===== config.mk =====
export PLATFORM = sky130hd
export DESIGN_NAME = best_sad_sequencer
export DESIGN_NICKNAME = d
export VERILOG_FILES = /design/src/rtl/fme_pkg.sv /design/src/rtl/best_sad_compare.sv /design/src/rtl/best_sad_sequencer.sv
export SDC_FILE = /design/constraint.sdc
export NUM_CORES = 1
export LEC_CHECK = 0
export ABC_CLOCK_PERIOD_IN_PS = 2100
export CORE_ASPECT_RATIO = 1.2
export CORE_MARGIN = 4
export CORE_UTILIZATION = 44
export CTS_CLUSTER_DIAMETER = 150
export DETAILED_ROUTE_END_ITERATION = 10
export PLACE_DENSITY = 0.76
export SLEW_MARGIN = 20
export SYNTH_ARGS = -nofsm -noshare
export SYNTH_HDL_FRONTEND = slang
export SYNTH_SLANG_ARGS = --single-unit

===== constraint.sdc =====
create_clock -name clk -period 2.1 [get_ports clk]
set_clock_uncertainty 0.15 [all_clocks]
set_input_delay 0.315 -clock clk [delete_from_list [all_inputs] [get_ports clk]]
set_output_delay 0.315 -clock clk [all_outputs]
set_load 0.005 [all_outputs]

===== src/rtl/fme_pkg.sv =====
// Shared types and constants for the FME best-SAD sequencer.
// Holds the candidate geometry, the sequencer state encoding and the address legality helper.
package fme_pkg;

    localparam int CANDS_PER_CYCLE = 6;
    localparam int ADDR_W          = 3;

    typedef enum logic [1:0] {
        IDLE  = 2'd0,
        ACCUM = 2'd1,
        HOLD  = 2'd2
    } state_t;

    // Address tree only produces 0..5; 6 and 7 mark a corrupted beat.
    function automatic logic addr_legal(input logic [ADDR_W-1:0] addr);
        return (addr < 3'd6);
    endfunction

endpackage


===== src/rtl/best_sad_compare.sv =====
// Combinational running-minimum compare for the best-SAD sequencer.
// Tie policy is selected by FME_TIE_LAST_EN (defined: latest equal candidate wins).
module best_sad_compare #(
    parameter int SAD_W = 16
) (
    input  logic [SAD_W-1:0] sad_in,
    input  logic [SAD_W-1:0] best_sad,
    input  logic             addr_ok,
    output logic             update_en
);

    logic better_s;

    // Candidate beats the current minimum and comes from a legal address.
    always_comb begin
        better_s  = 1'b0;
        update_en = 1'b0;
`ifdef FME_TIE_LAST_EN
        better_s = (sad_in <= best_sad);
`else
        better_s = (sad_in < best_sad);
`endif
        if (addr_ok) begin
            update_en = better_s;
        end else begin
            update_en = 1'b0;
        end
    end

endmodule


===== src/rtl/best_sad_sequencer.sv =====
// Multi-cycle best-SAD sequencer: running minimum over NUM_CYCLES address-tree beats,
// result handed to MV refine over valid/ready. Optional macro: FME_TIE_LAST_EN.
module best_sad_sequencer
    import fme_pkg::*;
#(
    parameter int SAD_W      = 16,
    parameter int NUM_CYCLES = 8,
    localparam int IDX_W     = $clog2(NUM_CYCLES * CANDS_PER_CYCLE)
) (
    input  logic              clk,
    input  logic              rst,
    input  logic              start,
    input  logic              sad_valid,
    output logic              sad_ready,
    input  logic [SAD_W-1:0]  sad_in,
    input  logic [ADDR_W-1:0] addr_in,
    output logic              best_valid,
    input  logic              best_ready,
    output logic [SAD_W-1:0]  best_sad,
    output logic [IDX_W-1:0]  best_index,
    output logic              busy,
    output logic              err_addr
);

    localparam int CNT_W = (NUM_CYCLES > 1) ? $clog2(NUM_CYCLES) : 1;
    localparam logic [CNT_W-1:0] LAST_BEAT = CNT_W'(NUM_CYCLES - 1);

    state_t            state_r, state_nxt_s;
    logic [CNT_W-1:0]  beat_cnt_r, beat_cnt_nxt_s;
    logic [SAD_W-1:0]  best_sad_r, best_sad_nxt_s;
    logic [IDX_W-1:0]  best_index_r, best_index_nxt_s;
    logic              err_addr_r, err_addr_nxt_s;
    logic              sad_ready_r, busy_r, best_valid_r;
    logic              addr_ok_s;
    logic              update_en_s;
    logic [IDX_W-1:0]  cnt_ext_s;
    logic [IDX_W-1:0]  cand_index_s;

    assign addr_ok_s = addr_legal(addr_in);

    best_sad_compare #(
        .SAD_W (SAD_W)
    ) u_compare (
        .sad_in    (sad_in),
        .best_sad  (best_sad_r),
        .addr_ok   (addr_ok_s),
        .update_en (update_en_s)
    );

    // Global index = beat*6 + addr, with *6 built as (beat<<2)+(beat<<1).
    always_comb begin
        cnt_ext_s    = IDX_W'(beat_cnt_r);
        cand_index_s = (cnt_ext_s << 2) + (cnt_ext_s << 1) + IDX_W'(addr_in);
    end

    // Next-state and datapath update for the search FSM.
    always_comb begin
        state_nxt_s      = state_r;
        beat_cnt_nxt_s   = beat_cnt_r;
        best_sad_nxt_s   = best_sad_r;
        best_index_nxt_s = best_index_r;
        err_addr_nxt_s   = err_addr_r;
        case (state_r)
            IDLE: begin
                if (start) begin
                    state_nxt_s      = ACCUM;
                    beat_cnt_nxt_s   = '0;
                    best_sad_nxt_s   = '1;
                    best_index_nxt_s = '0;
                    err_addr_nxt_s   = 1'b0;
                end else begin
                    state_nxt_s = IDLE;
                end
            end
            ACCUM: begin
                // A start here restarts the search and drops this cycle's beat.
                if (start) begin
                    beat_cnt_nxt_s   = '0;
                    best_sad_nxt_s   = '1;
                    best_index_nxt_s = '0;
                    err_addr_nxt_s   = 1'b0;
                end else if (sad_valid) begin
                    if (update_en_s) begin
                        best_sad_nxt_s   = sad_in;
                        best_index_nxt_s = cand_index_s;
                    end else begin
                        best_sad_nxt_s = best_sad_r;
                    end
                    if (!addr_ok_s) begin
                        err_addr_nxt_s = 1'b1;
                    end else begin
                        err_addr_nxt_s = err_addr_r;
                    end
                    if (beat_cnt_r == LAST_BEAT) begin
                        state_nxt_s = HOLD;
                    end else begin
                        beat_cnt_nxt_s = beat_cnt_r + CNT_W'(1);
                    end
                end else begin
                    state_nxt_s = ACCUM;
                end
            end
            HOLD: begin
                if (best_ready) begin
                    if (start) begin
                        state_nxt_s      = ACCUM;
                        beat_cnt_nxt_s   = '0;
                        best_sad_nxt_s   = '1;
                        best_index_nxt_s = '0;
                        err_addr_nxt_s   = 1'b0;
                    end else begin
                        state_nxt_s = IDLE;
                    end
                end else begin
                    state_nxt_s = HOLD;
                end
            end
            default: begin
                state_nxt_s = IDLE;
            end
        endcase
    end

    // State, datapath and handshake output registers.
    always_ff @(posedge clk or posedge rst) begin
        if (rst) begin
            state_r      <= IDLE;
            beat_cnt_r   <= '0;
            best_sad_r   <= '1;
            best_index_r <= '0;
            err_addr_r   <= 1'b0;
            sad_ready_r  <= 1'b0;
            busy_r       <= 1'b0;
            best_valid_r <= 1'b0;
        end else begin
            state_r      <= state_nxt_s;
            beat_cnt_r   <= beat_cnt_nxt_s;
            best_sad_r   <= best_sad_nxt_s;
            best_index_r <= best_index_nxt_s;
            err_addr_r   <= err_addr_nxt_s;
            sad_ready_r  <= (state_nxt_s == ACCUM);
            busy_r       <= (state_nxt_s != IDLE);
            best_valid_r <= (state_nxt_s == HOLD);
        end
    end

    assign sad_ready  = sad_ready_r;
    assign busy       = busy_r;
    assign best_valid = best_valid_r;
    assign best_sad   = best_sad_r;
    assign best_index = best_index_r;
    assign err_addr   = err_addr_r;

endmodule


# Word level (Yosys, flattened, before mapping)
# Cells that the tools add are included.
[word_totals]
regBits = 31
input_bits = 24
output_inout_bits = 26
wordCells = 60
[op_classes]
add_sub_neg = 3
n_lt_le_gt_ge = 2
eq_ne = 10
n_mux = 31
reduce_logical = 6
[op_table]
columns = ["operator", "n"]
rows = [
  ["2-to-1 mux 16 bit", 5],
  ["one-hot mux 16 bit (3 select lines)", 1],
  ["2-to-1 mux 6 bit", 5],
  ["one-hot mux 6 bit (3 select lines)", 1],
  ["less-than comparator 16 bit", 1],
  ["2-to-1 mux 3 bit", 5],
  ["AND reduction 4 bit", 3],
  ["inequality test 3 bit, second input constant", 3],
  ["one-hot mux 3 bit (3 select lines)", 1],
  ["2-to-1 mux 2 bit", 4],
  ["2-to-1 mux 1 bit", 7],
  ["adder 5 x 4 -> 6 bit", 1],
  ["adder 6 x 3 -> 6 bit", 1],
  ["one-hot mux 2 bit (3 select lines)", 1],
  ["== test 2 x 1 -> 1 bit, second input constant", 2],
  ["== test 2 bit, second input constant", 2],
  ["adder 3 x 1 -> 3 bit, second input constant", 1],
  ["== test 3 bit, second input constant", 1],
  ["less-than comparator 3 bit, second input constant", 1],
  ["inequality test 3 x 2 -> 1 bit, second input constant", 1],
  ["one-hot mux 1 bit (3 select lines)", 1],
  ["nonzero test 3 bit", 1],
  ["logical NOT 2 bit", 1],
  ["inequality test 2 bit, second input constant", 1],
  ["nonzero test 2 bit", 1],
]

# Logic depth before layout (Yosys ltp)
# Gate-level depths: netlist (run 1).
[logic_depth]
word_depth = 6
ltp_mapped = 9
depth_no_buf = 8

# Hierarchy
# Synthesis (run 1) repeated with hierarchy kept, for this count alone.
[hier_totals]
cells_unflattened = 160
area_unflattened_um2 = 1811.7
[by_module_without_submodules]
columns = ["module", "n_inst", "cells_per_inst", "area_each_um2", "seq_area_each_um2"]
rows = [
  ["best_sad_sequencer", 1, 108, 1432.6, 795.8],
  ["best_sad_compare", 1, 52, 379.1, 0.0],
]

# Worst setup path before layout (run 1)
# OpenSTA, ideal clock, no wires.
[synth_timing]
path_kind = "register to register"
start = "register best_sad_r[14], in the netlist best_sad[14]"
end = "register best_sad_r[0], in the netlist best_sad[0]"
setup_time_ns = 0.080
arrival_time_ns = 2.075
required_time_ns = 1.870
slack_ns = -0.205
stages_incl_launch_ff = 10
path_buffers = 1
synth_period_minus_slack_ns = 2.305
cell_sequence = "dfstp_2 > inv_1 > ha_1 > a21o_1 > a221oi_2 > and4bb_1 > o311a_2 > nor2_4 > buf_6 > o22a_1"
[synth_via]
elab_chain_cells = 4
[synth_rtl]
columns = ["item", "line_no", "rtl"]
rows = [
  ["from (decl)", "best_sad_sequencer.sv:30", "logic [SAD_W-1:0] best_sad_r, best_sad_nxt_s;"],
  ["from (signal assigned)", "best_sad_sequencer.sv:138", "best_sad_r <= best_sad_nxt_s;"],
  ["less-than comparator 16 bit", "best_sad_compare.sv:21", "better_s = (sad_in < best_sad);"],
  ["2-to-1 mux 1 bit", "best_sad_compare.sv:23", "if (addr_ok) begin"],
  ["inequality test 3 x 2 -> 1 bit (no source line)", "--", ""],
  ["AND reduction 4 bit (no source line)", "--", ""],
]
# Every way passes these cells.
# A chain may end at the register's enable or synchronous reset.

# Final worst setup path (run 1)
[layout_timing]
start = "register best_sad_r[14], in the netlist best_sad[14]"
end = "register best_index_r[4], in the netlist best_index[4]"
[layout_via]
elab_chain_cells = 4
[layout_rtl]
columns = ["item", "line_no", "rtl"]
rows = [
  ["less-than comparator 16 bit", "best_sad_compare.sv:21", ""],
  ["2-to-1 mux 1 bit", "best_sad_compare.sv:23", ""],
  ["inequality test 3 x 2 -> 1 bit (no source line)", "--", ""],
  ["AND reduction 4 bit (no source line)", "--", ""],
  ["to (signal assigned)", "best_sad_sequencer.sv:139", "best_index_r <= best_index_nxt_s;"],
  ["to (decl)", "best_sad_sequencer.sv:31", "logic [IDX_W-1:0] best_index_r, best_index_nxt_s;"],
]
# Every way passes these cells.

==> summary.md, run 1 <==
| Metric | Value |
|---|---|
| Final cycle utilization of the critical path | 112% |
| Total cell area at the placement stage | 2690 sq um |
| Drc violations | 0 |
| Total track usage | 18.8% |
| Worst vdd ir | 0.000426 V |
| Avg Cell Area, Syn | between 10 and 15 sq um |
| Worst path arrival time | 2.37 ns |
| CP max stage delay | 0.54 ns |
| Ports | 50 |
| ANT cells | 0 |
| Critical-path cell list | inv_2 -> ha_4 -> a21o_1 -> a221oi_2 -> a31o_2 -> nand4_1 -> a31oi_4 -> buf_6 -> o22ai_2 |
| Flops & latches, synth | 31 |
| Final setup margin | -0.259 ns |
| Final #Nets | ~310 |
| CP bufs+invs | 2 |
| Post-synth EDFFs | 0 |
| Slew headroom | 69.6% |
| Bufs on Longest Clock Path | 2 |
| Power per cell area | 721 nW/um^2 |
| Initial Util | 46.6% |
| Status | finished with violations |
| Layout cell share with drive strength beyond 1 | 28.1% |
| WP depth | 9 |
| Area delta synth->final | 51.6% |
| Synthesis Warnings | 0 |
| Antenna viol nets, final | 0 |
| H-tree depth | 2 |
| CP Capture Type | flop |
| Sequential Power Share | around 38% |
| Leakage Power | between 1 and 1.5 nW |
| FILL cells | 328 |
| Critical Path Slowest Stage Cell | dfstp_2 |
| Slew @ Worst Pin | approximately 0.44 ns |
| Synth async-reset ratio | 100% |
| Post-Syn Nets | approximately 230 |
| Final-report max-slew violation count | 0 |
| Max Cap Viol | 0 |
| Crit Path Class | reg -> reg |
| # setup viols final | 22 |
| Clock transition at the registers of the reported paths | 0.06 ns |
| Reg2reg path depth | 9 |
| Core Region | roughly 4000 sq um |
| Antenna violations before repair | 0 |
| Placer Congestion | between 0.7 and 0.8 |
| RSZ-0062 raised after global routing | true |
| Syn Inst Count | 177 |
| First-pass GRT wire length | approximately 7.7 mm |
| Total die area | roughly 5400 sq um |
| Worst Path Max Fanout | 8 |
| Dpl hpwl | 3.53 mm |
| CP delay by family, top | compound AO/OA/AOI/OAI gates |
| Synthesized area | 1870 sq um |
| Drt first pass iters | 4 |
| Vias | 1,658 |
| Netlist cell types | 41 |
| Die W | approximately 67 um |
| Hold WS | 0.257 ns |
| Largest net degree at the start of global routing | 32 |
| Vias in the first global route | around 1.8k |
| # rows | 25 |
| Cell internal pwr | 1.43 mW |
| Number of CTS-inserted buffers | 5 |
| GRT Residual Overflow | 0 |
| Wire per inst | 14.0 um |
| Psw | 608 uW |
| Clock Latency Late Sink | 0.28 ns |
| Fin crit period | 2.36 ns |
| CTS tree | yes |
| Max frequency | about 420 MHz |
| Sequential area share after synthesis | 42.7% |
| Req. time, crit path | 2.11 ns |
| Die Y | between 70 and 80 um |
| Routed wire length | 4.49 mm |
| Sw frac | between 20% and 30% |
| Failing checks | setup timing |
| Comb pwr share | around two fifths |
| Via/cell ratio | approximately 5.2 |
| Most common flop cell mapped by yosys | dfstp_2 |
| Final instance area | approximately 2800 sq um |
| Detailed Route Iter0 Violations | 37 |
| Startpoint Class | flop |
| HP Class | in -> async |
| Root Driver | clkbuf_8 |
| CTS sink count | 31 |
| Clock share of power | a little over a fifth |
| PortBufs | between 40 and 50 |
| Final Hold Viols | 0 |
flip-flops by register name (all words and copies together) (netlist names):
name        flops
sad_ready       1
state_r         2
best_sad       16
beat_cnt_r      3
busy            1
best_valid      1
err_addr        1
best_index      6
worst paths after layout:
path / start / to / slack [ns]
setup / recovery: best_sad[14] / best_index[4] / -0.26
hold / removal: rst / best_index[3] / 0.26
setup reg to reg: best_sad[14] / best_index[4] / -0.26
hold reg to reg: state_r[0] / best_valid / 0.40
max in group asynchronous: rst / best_sad[6] / 1.21
min in group clk: sad_in[14] / best_sad[14] / 0.34
tightest hold or removal path: stages:
cell             delay [ns]
clkdlybuf4s50_1        0.39
inv_1                  0.05
buf_4                  0.35
stage by stage:
step	setup WS, ns	instances	util [%]	power, mW	TNS, ns
after floorplan	-0.116	177	-	1.13	-1.81
after global placement	-0.483	311	67.2	1.54	-10.11
after detailed placement	-0.521	311	67.2	1.56	-11.07
after CTS	-0.234	321	70.6	2.05	-4.87
after global routing	-0.362	321	70.7	2.18	-7.64
final	-0.259	321	70.7	2.04	-5.37
cell usage in the layout, fill, tap and decap left out, types with 2 or more instances in the layout:
master,netlist,layout
a211oi_1,2,2
a21o_1,3,3
a21oi_1,5,5
a22o_1,2,2
buf_4,1,35
buf_6,2,2
clkbuf_1,1,2
clkbuf_8,0,5
clkdlybuf4s50_1,0,48
dfrtp_1,15,15
dfstp_2,16,16
fa_1,2,2
ha_1,22,21
inv_1,27,26
nand2_1,12,12
nand2b_1,3,3
nand4_1,3,3
nor2_1,3,3
o21ai_0,17,11
o21ai_1,0,2
o21ai_2,0,4
o22a_1,16,16
o22ai_2,0,2
o32ai_1,2,2
metal layers:
layer / vias to the layer above / wire [um] / global-route usage [%]
li1: 817 / - / -
met1: 797 / 1740 / 19.1
met2: 36 / 2450 / 34.8
met3: 8 / 206 / 5.09
met4: 0 / 91 / 8.11
met5: - / 0 / 0
logic make-up (layout without fill, tap and decap cells):
kind of cell             count (synthesis)  in the layout  share of synthesized area [%]
buffers and inverters                   32            122                           7.51
AO/OA/AOI/OAI                           58             58                           22.9
flip-flops                              31             31                           42.7
adder cells (fa/ha/maj)                 24             24                           16.9
AND/OR/NAND/NOR                         31             31                           9.59
XOR/XNOR                                 1              1                          0.470
power by group through the flow:
stage | logic (mW) | registers [mW] | clock network, mW
3_3_place_gp | 0.766 | 0.775 | 0
4_1_cts | 0.823 | 0.768 | 0.460
6_report | 0.822 | 0.768 | 0.449
5_1_grt | 0.913 | 0.779 | 0.486
3_5_place_dp | 0.785 | 0.777 | 0
2_1_floorplan | 0.337 | 0.793 | 0
synthesized netlist by cell type, types with 2 or more instances:
| master | instances | area, sq um |
|---|---|---|
| a21oi_1 | 5 | 25.0 |
| nand2_1 | 12 | 45.0 |
| dfstp_2 | 16 | 420 |
| ha_1 | 22 | 275 |
| nand4_1 | 3 | 18.8 |
| dfrtp_1 | 15 | 375 |
| o21ai_0 | 17 | 85.1 |
| a211oi_1 | 2 | 15.0 |
| nand2b_1 | 3 | 18.8 |
| o22ai_1 | 2 | 12.5 |
| nor2_1 | 3 | 11.3 |
| a21o_1 | 3 | 22.5 |
| buf_6 | 2 | 22.5 |
| a22o_1 | 2 | 17.5 |
| inv_1 | 27 | 101 |
| o32ai_1 | 2 | 17.5 |
| fa_1 | 2 | 40.0 |
| o22a_1 | 16 | 140 |
final cells by class:
class / count / area (sq um) / area share, %
sequential: 31 / 796 / 28.1
inverter: 27 / 101 / 3.58
tap: 54 / 67.6 / 2.39
timing repair buffer: 87 / 795 / 28.1
clock inverter: 1 / 5.00 / 0.177
clock buffer: 7 / 76.3 / 2.70
multi-input combinational: 114 / 988 / 34.9
repair_timing:
action / 4_1_cts / 5_1_grt
gates resized for setup: 11 / 1
endpoints found under the setup margin: 22 / 22
hold endpoints to repair: 0 / 0
hold buffers: 0 / 0
buffers inserted: 2 / 0
pin swaps: 1 / 0
No activity file was read; power rests on OpenSTA's default activity.
==> inputs of run 2 (changes only) <==
Settings changed: CORE_UTILIZATION 44 to 45, DONT_BUFFER_PORTS from default to 1, PLACE_DENSITY 0.76 to 0.61.
==> run 2 against run 1 <==
Compared with the run above: the run still ends with setup timing left; die area fell by 2.0%; setup slack improved by 0.022 ns; maximum frequency rose by 0.94%; power fell by 9.4%; clock power rose by 6.7%; routed wire length fell by 4.3%; non-clock buffer count fell by 53; hold slack got worse by 0.25 ns; first-iteration DRC count fell by 24%; utilization fell by 13 points; combinational power fell by 28%; design area fell by 19%; largest cell class unchanged; largest power group is now registers; highest routed layer unchanged.
==> summary.md, run 2 (synthesized netlist as in run 1, its figures left out) <==
| Metric | Value |
|---|---|
| Status | finished with violations |
| Failing checks | setup timing |
| Routing usage on met1 | 21.6% |
| Total track usage | 18.1% |
| GRT Residual Overflow | 0 |
| Final cycle utilization of the critical path | 111% |
| RSZ-0062 raised after global routing | true |
| First-pass GRT wire length | around 7.2 mm |
| CTS sink count | 31 |
| Finished Layout Cells | between 200 and 300 |
| Total die area | between 5000 and 6000 sq um |
| Final #Nets | 262 |
| Layout cell share with drive strength beyond 1 | a little under a third |
| Final-report max-slew violation count | 0 |
| Slew @ Worst Pin | about 0.4 ns |
| Leakage Power | 1.14 nW |
| Fin crit period | 2.34 ns |
| GRT busiest layer | met2 |
| Core Region | 3970 sq um |
| Area delta synth->final | 23.3% |
| Most common cell after layout, fill and taps aside | buf_4 |
| Drt first pass iters | 4 |
| Vias in the first global route | 1,518 |
| Clock Latency Late Sink | 0.28 ns |
| Via/cell ratio | roughly 5.5 |
| Slew headroom | between 70% and 80% |
| Die Y | 78.5 um |
| Crit Path Class | reg -> reg |
| Die W | ~67 um |
| Root Driver | clkbuf_8 |
| Met2 GRT Util | between 20 and 30% |
| Antenna violations before repair | 0 |
| Final setup margin | -0.237 ns |
| Dpl hpwl | ~3.3 mm |
| Met3 Use GR | roughly 7.4% |
| Max frequency | 428 MHz |
| Bufs on Longest Clock Path | 2 |
| Worst Path Max Fanout | 9 |
| # setup viols final | 22 |
| Hold WS | 0.0103 ns |
| CP Capture Type | flop |
| Antenna viol nets, final | 0 |
| HP Class | in -> reg |
| Initial Util | a little under half |
| ANT cells | 0 |
| PortBufs | 0 |
| CTS tree | yes |
| Worst vdd ir | 0.000573 V |
| Placed cells | 255 |
| Placer Congestion | a little over 0.8 |
| Drc violations | 0 |
| Number of CTS-inserted buffers | 5 |
| Vias | 1,477 |
| Max Cap Viol | 0 |
| Final Hold Viols | 0 |
| Power per cell area | around 800 nW/um^2 |
| Worst path arrival time | 2.40 ns |
| Ports | 50 |
| Detailed Route Iter0 Violations | 28 |
| H-tree depth | 2 |
| Clock transition at the registers of the reported paths | roughly 0.06 ns |
| Max reg flops | 16 |
| Commonest non-fill, non-tap cells in the layout | buf_4 (29), inv_1 (26), ha_1 (21) |
| Startpoint Class | flop |
| # rows | 25 |
| Req. time, crit path | 2.16 ns |
| Wire per inst | 16.0 um |
| Largest net degree at the start of global routing | 32 |
| Routed wire length | 4.30 mm |
-- run 2: changes by cell type in the layout (fill, tap and decap cells not counted), sizes merged --
cell           previous run  this run
dlygate4sd2               1         0
buf                      38        30
dlygate4sd3               0         4
nor2                      4         5
clkdlybuf4s50            48         0
-- run 2: per-layer routing --
| metal | vias up | share of wire (%) |
|---|---|---|
| met3 | 6 | 9.0 |
| li1 | 712 | - |
| met2 | 45 | 50 |
| met5 | - | 0 |
| met1 | 714 | 39 |
| met4 | 0 | 1.3 |
-- run 2: worst paths after layout --
kind                         startpoint      endpoint  slack [ns]  cells after the start
min                           sad_in[0]   best_sad[0]        0.01                      1
max reg2reg                best_sad[14]   best_sad[3]       -0.24                      9
max                        best_sad[14]   best_sad[3]       -0.24                      9
min reg2reg                  state_r[0]    best_valid        0.40                      1
max in group asynchronous           rst  best_sad[10]        1.07                      3
min in group asynchronous           rst     sad_ready        0.41                      3
-- run 2: layout make-up --
type	instances	area, sq um
Clock buffer	7	86.3
Clock inverter	1	5.00
Fill cell	348	1670
Inverter	27	101
Multi-Input combinational cell	115	975
Sequential cell	31	796
Tap cell	54	67.6
Timing Repair Buffer	34	269
-- run 2: where the power goes --
part	internal (mW)	total [mW]	switching [mW]	leakage, nW
Sequential	0.719	0.775	0.0560	0.357
Combinational	0.302	0.594	0.292	0.735
Clock	0.264	0.479	0.215	0.0482
-- run 2: what timing repair did --
item / 4_1_cts / 5_1_grt
endpoints found under the setup margin: 22 / 22
pin swaps: 7 / 5
cloned: 1 / 0
hold buffers: 2 / 2
setup buffers: 1 / 0
resized for setup: 10 / 0
hold endpoints to repair: 16 / 2
-- run 2: stage by stage --
step                area, sq um  utilization [%]  power [mW]  TNS [ns]  worst slack (ns)
CTS                        2280             57.4        1.86     -4.84            -0.248
global placement           2130             53.7        1.32     -4.48            -0.226
detailed placement         2130             53.7        1.35     -4.39            -0.224
floorplan                  1890                -        1.13     -1.81            -0.116
finish                     2300             57.9        1.85     -4.87            -0.237
global route               2300             57.9        1.99     -6.92            -0.331
-- run 2: worst max-delay path, stage by stage, from the launching register on --
cell	delay (ns)
dfstp_2	0.54
inv_2	0.04
ha_4	0.20
a21o_1	0.16
a221oi_2	0.27
buf_4	0.17
and4bb_1	0.21
o311a_4	0.25
nor2_4	0.08
o22a_1	0.20
